--- src/rtl/game_pkg.sv ---
// Shared definitions for the two-car game controller: state encodings and
// datapath widths. Defining PAUSE_EN widens the state field to 3 bits and
// adds the PAUSED encoding.
package game_pkg;

`ifdef PAUSE_EN
    localparam int STATE_W = 3;
`else
    localparam int STATE_W = 2;
`endif

    localparam int SCORE_W = 14;
    localparam int LEVEL_W = 3;

    localparam logic [STATE_W-1:0] ST_IDLE      = STATE_W'(2'b00);
    localparam logic [STATE_W-1:0] ST_COUNTDOWN = STATE_W'(2'b01);
    localparam logic [STATE_W-1:0] ST_PLAY      = STATE_W'(2'b10);
    localparam logic [STATE_W-1:0] ST_OVER      = STATE_W'(2'b11);
`ifdef PAUSE_EN
    localparam logic [STATE_W-1:0] ST_PAUSED    = 3'b100;
`endif

endpackage

--- src/rtl/game_controller_rise_edge.sv ---
// Rising-edge detector for one debounced, CLK-synchronous button level.
// The previous-value register resets to 1, so a button that is already held
// when reset is released does not produce an edge.
module rise_edge (
    input  logic CLK,
    input  logic RST,
    input  logic level_i,
    output logic pulse_o
);

    logic prev_q;

    // Remember last cycle's level; reset to 1 so a held button is not an edge
    always_ff @(posedge CLK) begin
        if (RST) begin
            prev_q <= 1'b1;
        end else begin
            prev_q <= level_i;
        end
    end

    assign pulse_o = level_i & ~prev_q;

endmodule

--- src/rtl/game_controller.sv ---
// Top-level sequencer for the two-car game: IDLE / COUNTDOWN / PLAY / OVER
// state machine, obstacle gating, score, speed level and high score.
// Optional build macro PAUSE_EN adds a pause input and the PAUSED state.
module game_controller
    import game_pkg::*;
#(
    parameter int CD_STEP_FRAMES    = 60,
    parameter int OVER_HOLD_FRAMES  = 120,
    parameter int SPEED_STEP_POINTS = 10,
    parameter int MAX_LEVEL         = 7,
    parameter int SCORE_MAX         = 9999
) (
    input  logic               CLK,
    input  logic               RST,
    input  logic               frame_tick,
    input  logic               on_off,
    input  logic               start_game,
    input  logic               reset_game,
`ifdef PAUSE_EN
    input  logic               pause,
`endif
    input  logic               end_game,
    input  logic               score_pulse,
    output logic [STATE_W-1:0] state,
    output logic               obj_run,
    output logic               obj_rst,
    output logic               score_clr,
    output logic [1:0]         countdown_digit,
    output logic [LEVEL_W-1:0] speed_level,
    output logic [SCORE_W-1:0] score,
    output logic [SCORE_W-1:0] high_score
);

    // One frame counter serves both the per-digit countdown and the OVER hold
    localparam int FRAME_MAX = (OVER_HOLD_FRAMES > CD_STEP_FRAMES) ? OVER_HOLD_FRAMES : CD_STEP_FRAMES;
    localparam int FRAME_W   = $clog2(FRAME_MAX + 1);
    localparam int PTS_W     = $clog2(SPEED_STEP_POINTS + 1);

    localparam logic [FRAME_W-1:0] CD_LAST   = FRAME_W'(CD_STEP_FRAMES - 1);
    localparam logic [FRAME_W-1:0] HOLD_DONE = FRAME_W'(OVER_HOLD_FRAMES);
    localparam logic [PTS_W-1:0]   PTS_LAST  = PTS_W'(SPEED_STEP_POINTS - 1);
    localparam logic [LEVEL_W-1:0] LEVEL_TOP = LEVEL_W'(MAX_LEVEL);
    localparam logic [SCORE_W-1:0] SCORE_TOP = SCORE_W'(SCORE_MAX);

    logic [STATE_W-1:0] state_q, state_d;
    logic [FRAME_W-1:0] frameCnt_q, frameCnt_d;
    logic [PTS_W-1:0]   pts_q, pts_d;
    logic [LEVEL_W-1:0] level_q, level_d;
    logic [SCORE_W-1:0] score_q, score_d;
    logic [SCORE_W-1:0] high_q, high_d;
    logic [1:0]         digit_q, digit_d;
    logic               scoreClr_q, scoreClr_d;
    logic               objRun_q, objRun_d;
    logic               objRst_q, objRst_d;
    logic               goCountdown;

    logic startEdge;
    logic resetEdge;

    rise_edge uStartEdge (
        .CLK     (CLK),
        .RST     (RST),
        .level_i (start_game),
        .pulse_o (startEdge)
    );

    rise_edge uResetEdge (
        .CLK     (CLK),
        .RST     (RST),
        .level_i (reset_game),
        .pulse_o (resetEdge)
    );

`ifdef PAUSE_EN
    logic pauseEdge;

    rise_edge uPauseEdge (
        .CLK     (CLK),
        .RST     (RST),
        .level_i (pause),
        .pulse_o (pauseEdge)
    );
`endif

    // Next-state and datapath update: power/reset-game first, then per-state rules
    always_comb begin
        state_d     = state_q;
        frameCnt_d  = frameCnt_q;
        pts_d       = pts_q;
        level_d     = level_q;
        score_d     = score_q;
        high_d      = high_q;
        digit_d     = 2'd0;
        scoreClr_d  = 1'b0;
        goCountdown = 1'b0;

        if (!on_off || resetEdge) begin
            state_d    = ST_IDLE;
            frameCnt_d = '0;
            pts_d      = '0;
            level_d    = '0;
            score_d    = '0;
        end else begin
            case (state_q)
                ST_IDLE: begin
                    if (startEdge) begin
                        goCountdown = 1'b1;
                    end
                end
                ST_COUNTDOWN: begin
                    digit_d = digit_q;
                    if (frame_tick) begin
                        if (frameCnt_q == CD_LAST) begin
                            frameCnt_d = '0;
                            if (digit_q == 2'd1) begin
                                state_d = ST_PLAY;
                                digit_d = 2'd0;
                            end else begin
                                digit_d = digit_q - 2'd1;
                            end
                        end else begin
                            frameCnt_d = frameCnt_q + FRAME_W'(1);
                        end
                    end
                end
                ST_PLAY: begin
                    if (end_game) begin
                        state_d    = ST_OVER;
                        frameCnt_d = '0;
                        if (score_q > high_q) begin
                            high_d = score_q;
                        end
                    end else begin
                        if (score_pulse) begin
                            if (score_q < SCORE_TOP) begin
                                score_d = score_q + SCORE_W'(1);
                            end
                            if (pts_q == PTS_LAST) begin
                                pts_d = '0;
                                if (level_q != LEVEL_TOP) begin
                                    level_d = level_q + LEVEL_W'(1);
                                end
                            end else begin
                                pts_d = pts_q + PTS_W'(1);
                            end
                        end
`ifdef PAUSE_EN
                        if (pauseEdge) begin
                            state_d = ST_PAUSED;
                        end
`endif
                    end
                end
                ST_OVER: begin
                    if (frameCnt_q < HOLD_DONE) begin
                        if (frame_tick) begin
                            frameCnt_d = frameCnt_q + FRAME_W'(1);
                        end
                    end else if (startEdge) begin
                        goCountdown = 1'b1;
                    end
                end
`ifdef PAUSE_EN
                ST_PAUSED: begin
                    if (pauseEdge) begin
                        state_d = ST_PLAY;
                    end
                end
`endif
                default: begin
                    state_d = ST_IDLE;
                end
            endcase

            if (goCountdown) begin
                state_d    = ST_COUNTDOWN;
                frameCnt_d = '0;
                pts_d      = '0;
                level_d    = '0;
                score_d    = '0;
                digit_d    = 2'd3;
                scoreClr_d = 1'b1;
            end
        end

        objRun_d = (state_d == ST_PLAY);
        objRst_d = (state_d == ST_IDLE) || (state_d == ST_COUNTDOWN);
    end

    // Register state, counters and every output so outputs are glitch-free
    always_ff @(posedge CLK) begin
        if (RST) begin
            state_q    <= ST_IDLE;
            frameCnt_q <= '0;
            pts_q      <= '0;
            level_q    <= '0;
            score_q    <= '0;
            high_q     <= '0;
            digit_q    <= 2'd0;
            scoreClr_q <= 1'b0;
            objRun_q   <= 1'b0;
            objRst_q   <= 1'b1;
        end else begin
            state_q    <= state_d;
            frameCnt_q <= frameCnt_d;
            pts_q      <= pts_d;
            level_q    <= level_d;
            score_q    <= score_d;
            high_q     <= high_d;
            digit_q    <= digit_d;
            scoreClr_q <= scoreClr_d;
            objRun_q   <= objRun_d;
            objRst_q   <= objRst_d;
        end
    end

    assign state           = state_q;
    assign obj_run         = objRun_q;
    assign obj_rst         = objRst_q;
    assign score_clr       = scoreClr_q;
    assign countdown_digit = digit_q;
    assign speed_level     = level_q;
    assign score           = score_q;
    assign high_score      = high_q;

endmodule

--- config.mk ---
export PLATFORM = sky130hd
export DESIGN_NAME = game_controller
export DESIGN_NICKNAME = d
export VERILOG_FILES = /design/src/rtl/game_pkg.sv /design/src/rtl/game_controller_rise_edge.sv /design/src/rtl/game_controller.sv
export SDC_FILE = /design/constraint.sdc
export NUM_CORES = 1
export LEC_CHECK = 0
export ABC_AREA = 1
export BUFFER_PORTS_ARGS = -buffer_cell sky130_fd_sc_hd__clkbuf_2
export CELL_PAD_IN_SITES_DETAIL_PLACEMENT = 0
export CELL_PAD_IN_SITES_GLOBAL_PLACEMENT = 1
export CORE_MARGIN = 2
export CORE_UTILIZATION = 41
export DETAILED_ROUTE_END_ITERATION = 6
export MAX_ROUTING_LAYER = met4
export PLACE_DENSITY_LB_ADDON = 0.08
export RECOVER_POWER = 25
export SYNTH_ARGS = -nofsm -noshare
export SYNTH_HDL_FRONTEND = slang
export SYNTH_SLANG_ARGS = --single-unit
--- constraint.sdc ---
create_clock -name CLK -period 2.22 [get_ports CLK]
set_input_delay 0.222 -clock CLK [delete_from_list [all_inputs] [get_ports CLK]]
set_output_delay 0.222 -clock CLK [all_outputs]
set_load 0.01 [all_outputs]
# Yosys cells after proc, flatten, opt, wreduce, memory -nomap -nowiden
# Index checks and enable logic that the tools add are counted.
totals:
  inputBits: 8
  latchBits: 0
  ram_bits: 0
  rom_bits: 0
  memories: 0
  reg_bits: 51
op_classes:
  div_mod_pow: 0
  n_reduce_logical: 14
  n_shift: 0
  order_cmp: 3
  n_eq_ne: 15
  n_mul: 0
  muxes: 24
  bitwise_logic: 6
  addsub: 5
op_table:
  columns: ["op", "n"]
  rows:
  - ["$mux W7", 5]
  - ["$mux W2", 11]
  - ["$pmux W7 S3", 1]
  - ["$add A14 B1 Y14 const B", 1]
  - ["$gt A14 B14 Y1", 1]
  - ["$lt A14 B14 Y1 const B", 1]
  - ["$reduce_and A5 Y1", 2]
  - ["$ne A3 B3 Y1 const B", 3]
  - ["$ne A2 B2 Y1 const B", 4]
  - ["$reduce_and A4 Y1", 2]
  - ["$add A7 B1 Y7 const B", 1]
  - ["$eq A7 B6 Y1 const B", 1]
  - ["$lt A7 B7 Y1 const B", 1]
  - ["$eq A2 B1 Y1 const B", 3]
  - ["$eq A2 B2 Y1 const B", 3]
  - ["$add A4 B1 Y4 const B", 1]
  - ["$eq A4 B4 Y1 const B", 1]
  - ["$logic_not A2 Y1", 2]
  - ["$mux W1", 4]
  - ["$mux W4", 1]
  - ["$not A1 Y1", 4]
  - ["$pmux W2 S2", 1]
  - ["$add A3 B1 Y3 const B", 1]
  - ["$reduce_and A3 Y1", 1]
  - ["9 further kinds", 11]

# Logic depth before layout (Yosys ltp)
logic_depth:
  depth_word: 10
  mapped_depth: 13
  ltp_nobuf: 12

# Modules after synthesis
# From an unflattened synthesis, not the netlist that was laid out.
unflattened:
  cells_unflattened: 450
  hier_area_um2: 3233.1
by_module_without_submodules:
  columns: ["mod", "cells_per_inst", "instances", "area_per_inst_um2", "seq_area_each_um2"]
  rows:
  - ["game_controller", 440, 1, 3158.0, 980.9]
  - ["rise_edge", 5, 2, 37.5, 20.0]

# Worst setup path after synthesis
# OpenSTA, ideal clock, no wires.
synth_path:
  path_type: "register -> register"
  start: "reg state_q[0] (netlist: state[0])"
  end: "reg frameCnt_q[1]"
  period_less_slack_ns: 1.792
  setup_ns: 0.121
  arrival_time_ns: 1.670
  path_slack_ns: 0.428
  stages_incl_launch_ff: 8
  cell_sequence: "dfxtp_1 -> inv_1 -> ha_1 -> nor3_1 -> o21ai_4 -> nand2_1 -> buf_2 -> nor3_1"
synth_between:
  elab_chain_cells: 4
synth_rtl:
  columns: ["item", "line", "source"]
  rows:
  - ["start: declaration", "game_controller.sv:45", "logic [STATE_W-1:0] state_q, state_d;"]
  - ["start signal: assignment", "game_controller.sv:204", "state_q <= state_d;"]
  - ["$eq A2 B2 Y1 or $logic_not A2 Y1 (tied branches)", "game_controller.sv:104", "case (state_q)"]
  - ["$pmux W1 S2", "game_controller.sv:104", null]
  - ["$mux W1", "game_controller.sv:97", "if (!on_off || resetEdge) begin"]
  - ["$reduce_or A3 Y1 (no line)", null, null]
  - ["end signal: assignment", "game_controller.sv:205", "frameCnt_q <= frameCnt_d;"]
  - ["end: declaration", "game_controller.sv:46", "logic [FRAME_W-1:0] frameCnt_q, frameCnt_d;"]
# Several ways; a longest one is shown, not always the timed one. The select of a mux whose other input is x is not followed.
# A chain may end at the register's enable or synchronous reset.

# Worst setup path after layout
layout_path:
  start: "reg high_q[13] (netlist: high_score[13])"
  end: "reg high_q[10] (netlist: high_score[10])"
layout_between:
  elab_chain_cells: 2
layout_rtl:
  columns: ["item", "line", "source"]
  rows:
  - ["start: declaration", "game_controller.sv:50", "logic [SCORE_W-1:0] high_q, high_d;"]
  - ["start signal: assignment", "game_controller.sv:209", "high_q <= high_d;"]
  - ["$gt A14 B14 Y1", "game_controller.sv:130", "if (score_q > high_q) begin"]
  - ["$reduce_and A4 Y1 (no line)", null, null]
# Every way passes these cells.

==> impl_metrics.json <==
{
  "cpLargestDelayFamily": "simple AND/OR/NAND/NOR gates",
  "yosys_warnings": 0,
  "cp.required_ns": 2.43,
  "vdd.ir_drop.worst_uv": 251.3,
  "dr.pass1.iters": 4,
  "end_kind": "flop",
  "syn2layout_area_growth_pct": 14.89,
  "diodes": 0,
  "cts.sinks": 51,
  "routabilityCongestion": 0.8718,
  "p_seq_frac": 0.604,
  "numPortBuffers": 45,
  "status": "finished clean",
  "max-slew-margin-rel": 0.6509,
  "syn_area_um2": 3184,
  "worstPathArrival_ns": 2.16,
  "globalRouteMet2Util": 0.3542,
  "route.detailed.drc": 0,
  "crit_cells": 11,
  "ant_nets": 0,
  "intPower_uw": 1161,
  "cap_viol_max_count": 0,
  "die-area_um2": 8488,
  "grt_pass1_wl_mm": 13.11,
  "cts_made_buffers": 5,
  "fmax_mhz": 511.9,
  "ys_seq_area_frac": 0.3206,
  "insertion_delay_ns": 0.30,
  "synth-seq-cells": 51,
  "comb_power_share": 0.047,
  "cts.clk_slew.worst_paths_ns": 0.10,
  "p_clk_frac": 0.349,
  "cpPeakStageDelay_ns": 0.39,
  "ioPinCount": 46,
  "reg2reg_depth": 11,
  "dp_hpwl_mm": 5.848,
  "die_h_um": 92.13,
  "stdcell_area_um2": 3659,
  "wire_per_inst_um": 12.38,
  "synthesis.nets": 485,
  "worst_pin_slew_ns": 0.5231,
  "p_leak_uw": 0.001481,
  "criticalPathCategory": "reg -> reg",
  "p_per_area_nw_per_um2": 416.8,
  "final_hold_viol_count": 0,
  "switching_share": 0.2386,
  "postPlaceCellArea_um2": 3598,
  "fin_crit_ns": 1.953,
  "wl_mm": 7.614,
  "syn_avg_cell_area_um2": 7.029,
  "critPathBufInv": 2,
  "busiest_layer": "met2",
  "critPathSlowestCell": "nand2_2",
  "fp.coreArea_um2": 7607,
  "hold_class": "in -> reg",
  "synthCells": 453,
  "grt_overflow": 0,
  "drt_iter0_drc": 141,
  "rows": 32,
  "num_vias": 2920,
  "htree_levels": 2,
  "finalClockSkew_ns": 0.007586,
  "cts_tree": "done",
  "grtUsageMet1": 0.2278,
  "rsz0062_at_grt": "no",
  "grt_pass1_vias": 2789,
  "nets": 544,
  "multi_input_area_um2": 1829,
  "switchingPower_uw": 363.8,
  "path_max_fanout": 28,
  "grt_usage": 0.1978,
  "cts_max_path_buffers": 2,
  "finalSetupViolCount": 0,
  "regArea_um2": 1021,
  "slew_viol_final": 0,
  "drive_gt1_frac": 0.1852,
  "ctsHoldBuffers": 0,
  "die_x_um": 92.13,
  "period_share": 0.8799,
  "path_cells": "inv_1, ha_1, nand2_1, nor2_1, nand3_1, clkinv_1, nand2_1, nand2_2, nand3_1, nand2_1, nor2_1",
  "fillers": 831,
  "final.setup.tns_ns": 0,
  "yosysUniqueCellTypes": 35,
  "postCtsSetupBuffers": 0,
  "antenna_found_initial": 0,
  "grt_start_max_net_pins": 29,
  "root_buffer": "clkbuf_8",
  "detail_route.vias_per_cell": 4.748,
  "use_met3": 0.02876,
  "critical_path.most_common_cell": "nand2_1",
  "startpoint_type": "flop",
  "start_util": 0.4186,
  "min_path_cells": 3
}
==> worst paths after layout <==
check | from | slack [ns] | to
hold reg to reg | speed_level[2] | 0.49 | speed_level[2]
hold / removal | reset_game | 0.11 | uResetEdge.prev_q
setup reg to reg | high_score[13] | 0.27 | high_score[10]
setup / recovery | high_score[13] | 0.27 | high_score[10]
==> flip-flops by register name (all words and copies together), names as in the netlist <==
register and count:
high_score 14, score 14, frameCnt_q 7, pts_q 4, speed_level 3, countdown_digit 2, state 2, obj_rst 1
obj_run 1, score_clr 1, uResetEdge.prev_q 1, uStartEdge.prev_q 1
==> per-stage QoR <==
stage	util	power [uW]	hold WS, ns	instances	setup slack, ns
after floorplan	-	988.1	0.3045	453	0.4284
after global placement	0.4730	1014	0.4089	607	0.1646
after detailed placement	0.4730	1014	0.4179	607	0.1358
after CTS	0.4840	1551	0.1001	615	0.1177
after global routing	0.4809	1597	0.1036	615	0.02850
final	0.4809	1525	0.1057	615	0.2665
==> cells in the final DEF (no fill, tap or decap), types with 5 or more instances in the layout <==
cell / instances
nand2_2: 5
buf_4: 15
clkbuf_1: 21
nand4_1: 8
inv_1: 60
nor2_1: 59
xor2_1: 11
dfxtp_1: 51
nand3_1: 31
a21oi_2: 9
clkbuf_2: 24
a21oi_1: 35
nand2_1: 103
nand3_2: 12
clkbuf_8: 5
ha_1: 24
nor2_2: 9
==> cell usage after synthesis, drive strengths merged <==
master  count  share of area
o21bai      1         0.0024
nor3b       2         0.0047
nand2     108           0.13
buf         9          0.028
a21oi      45          0.085
dfxtp      51           0.32
o21ai       7          0.016
nor2       69          0.091
clkinv      2         0.0027
inv        63          0.074
and2        2         0.0047
clkbuf      1         0.0012
nand3      43          0.086
or2         1         0.0020
ha         24          0.094
nand3b      1         0.0024
xor2       11          0.030
nand4       8          0.016
a31o        1         0.0028
nor3        4         0.0063
==> cells by family (layout without fill, tap and decap cells) <==
family / Yosys count / in the layout / share of synthesized area
xor+xnor: 11 / 11 / 0.03025
compound gates: 54 / 54 / 0.1057
fa+ha+maj: 24 / 24 / 0.09430
simple gates: 238 / 238 / 0.3434
flops: 51 / 51 / 0.3206
buf+inv: 75 / 135 / 0.1057
==> worst register-to-register path, stage by stage, from the launching register on <==
cell and delay, ns:
dfxtp_1 0.36, inv_1 0.05, ha_1 0.29, nand2_1 0.07, nor2_1 0.14, nand3_1 0.14, clkinv_1 0.07, nand2_1 0.06
nand2_2 0.39, nand3_1 0.14, nand2_1 0.10, nor2_1 0.05
==> cell type report <==
type | count | area share
multi-input combinational | 327 | 0.5000
sequential | 51 | 0.2791
timing repair buffer | 62 | 0.09610
inverter | 65 | 0.06703
tap | 102 | 0.03488
clock buffer | 5 | 0.01881
clock inverter | 3 | 0.004104
==> routing by layer <==
layer	vias up	share of wire
met3	9	0.031
li1	1555	-
met5	-	0
met4	0	0.021
met2	51	0.50
met1	1305	0.44
==> power by group through the flow <==
stage	clock network, uW	logic [uW]	registers, uW
5_1_grt	593	81.0	922
3_5_place_dp	0	71.8	943
2_1_floorplan	0	45.1	943
4_1_cts	557	72.2	921
3_3_place_gp	0	71.2	942
6_report	532	71.2	921
==> what timing repair did <==
action | CTS | global route
gates resized for setup | 0 | 1
hold endpoints to repair | 0 | 0
endpoints found under the setup margin | 0 | 3
Note: power is estimated with default switching activity, not from simulation.
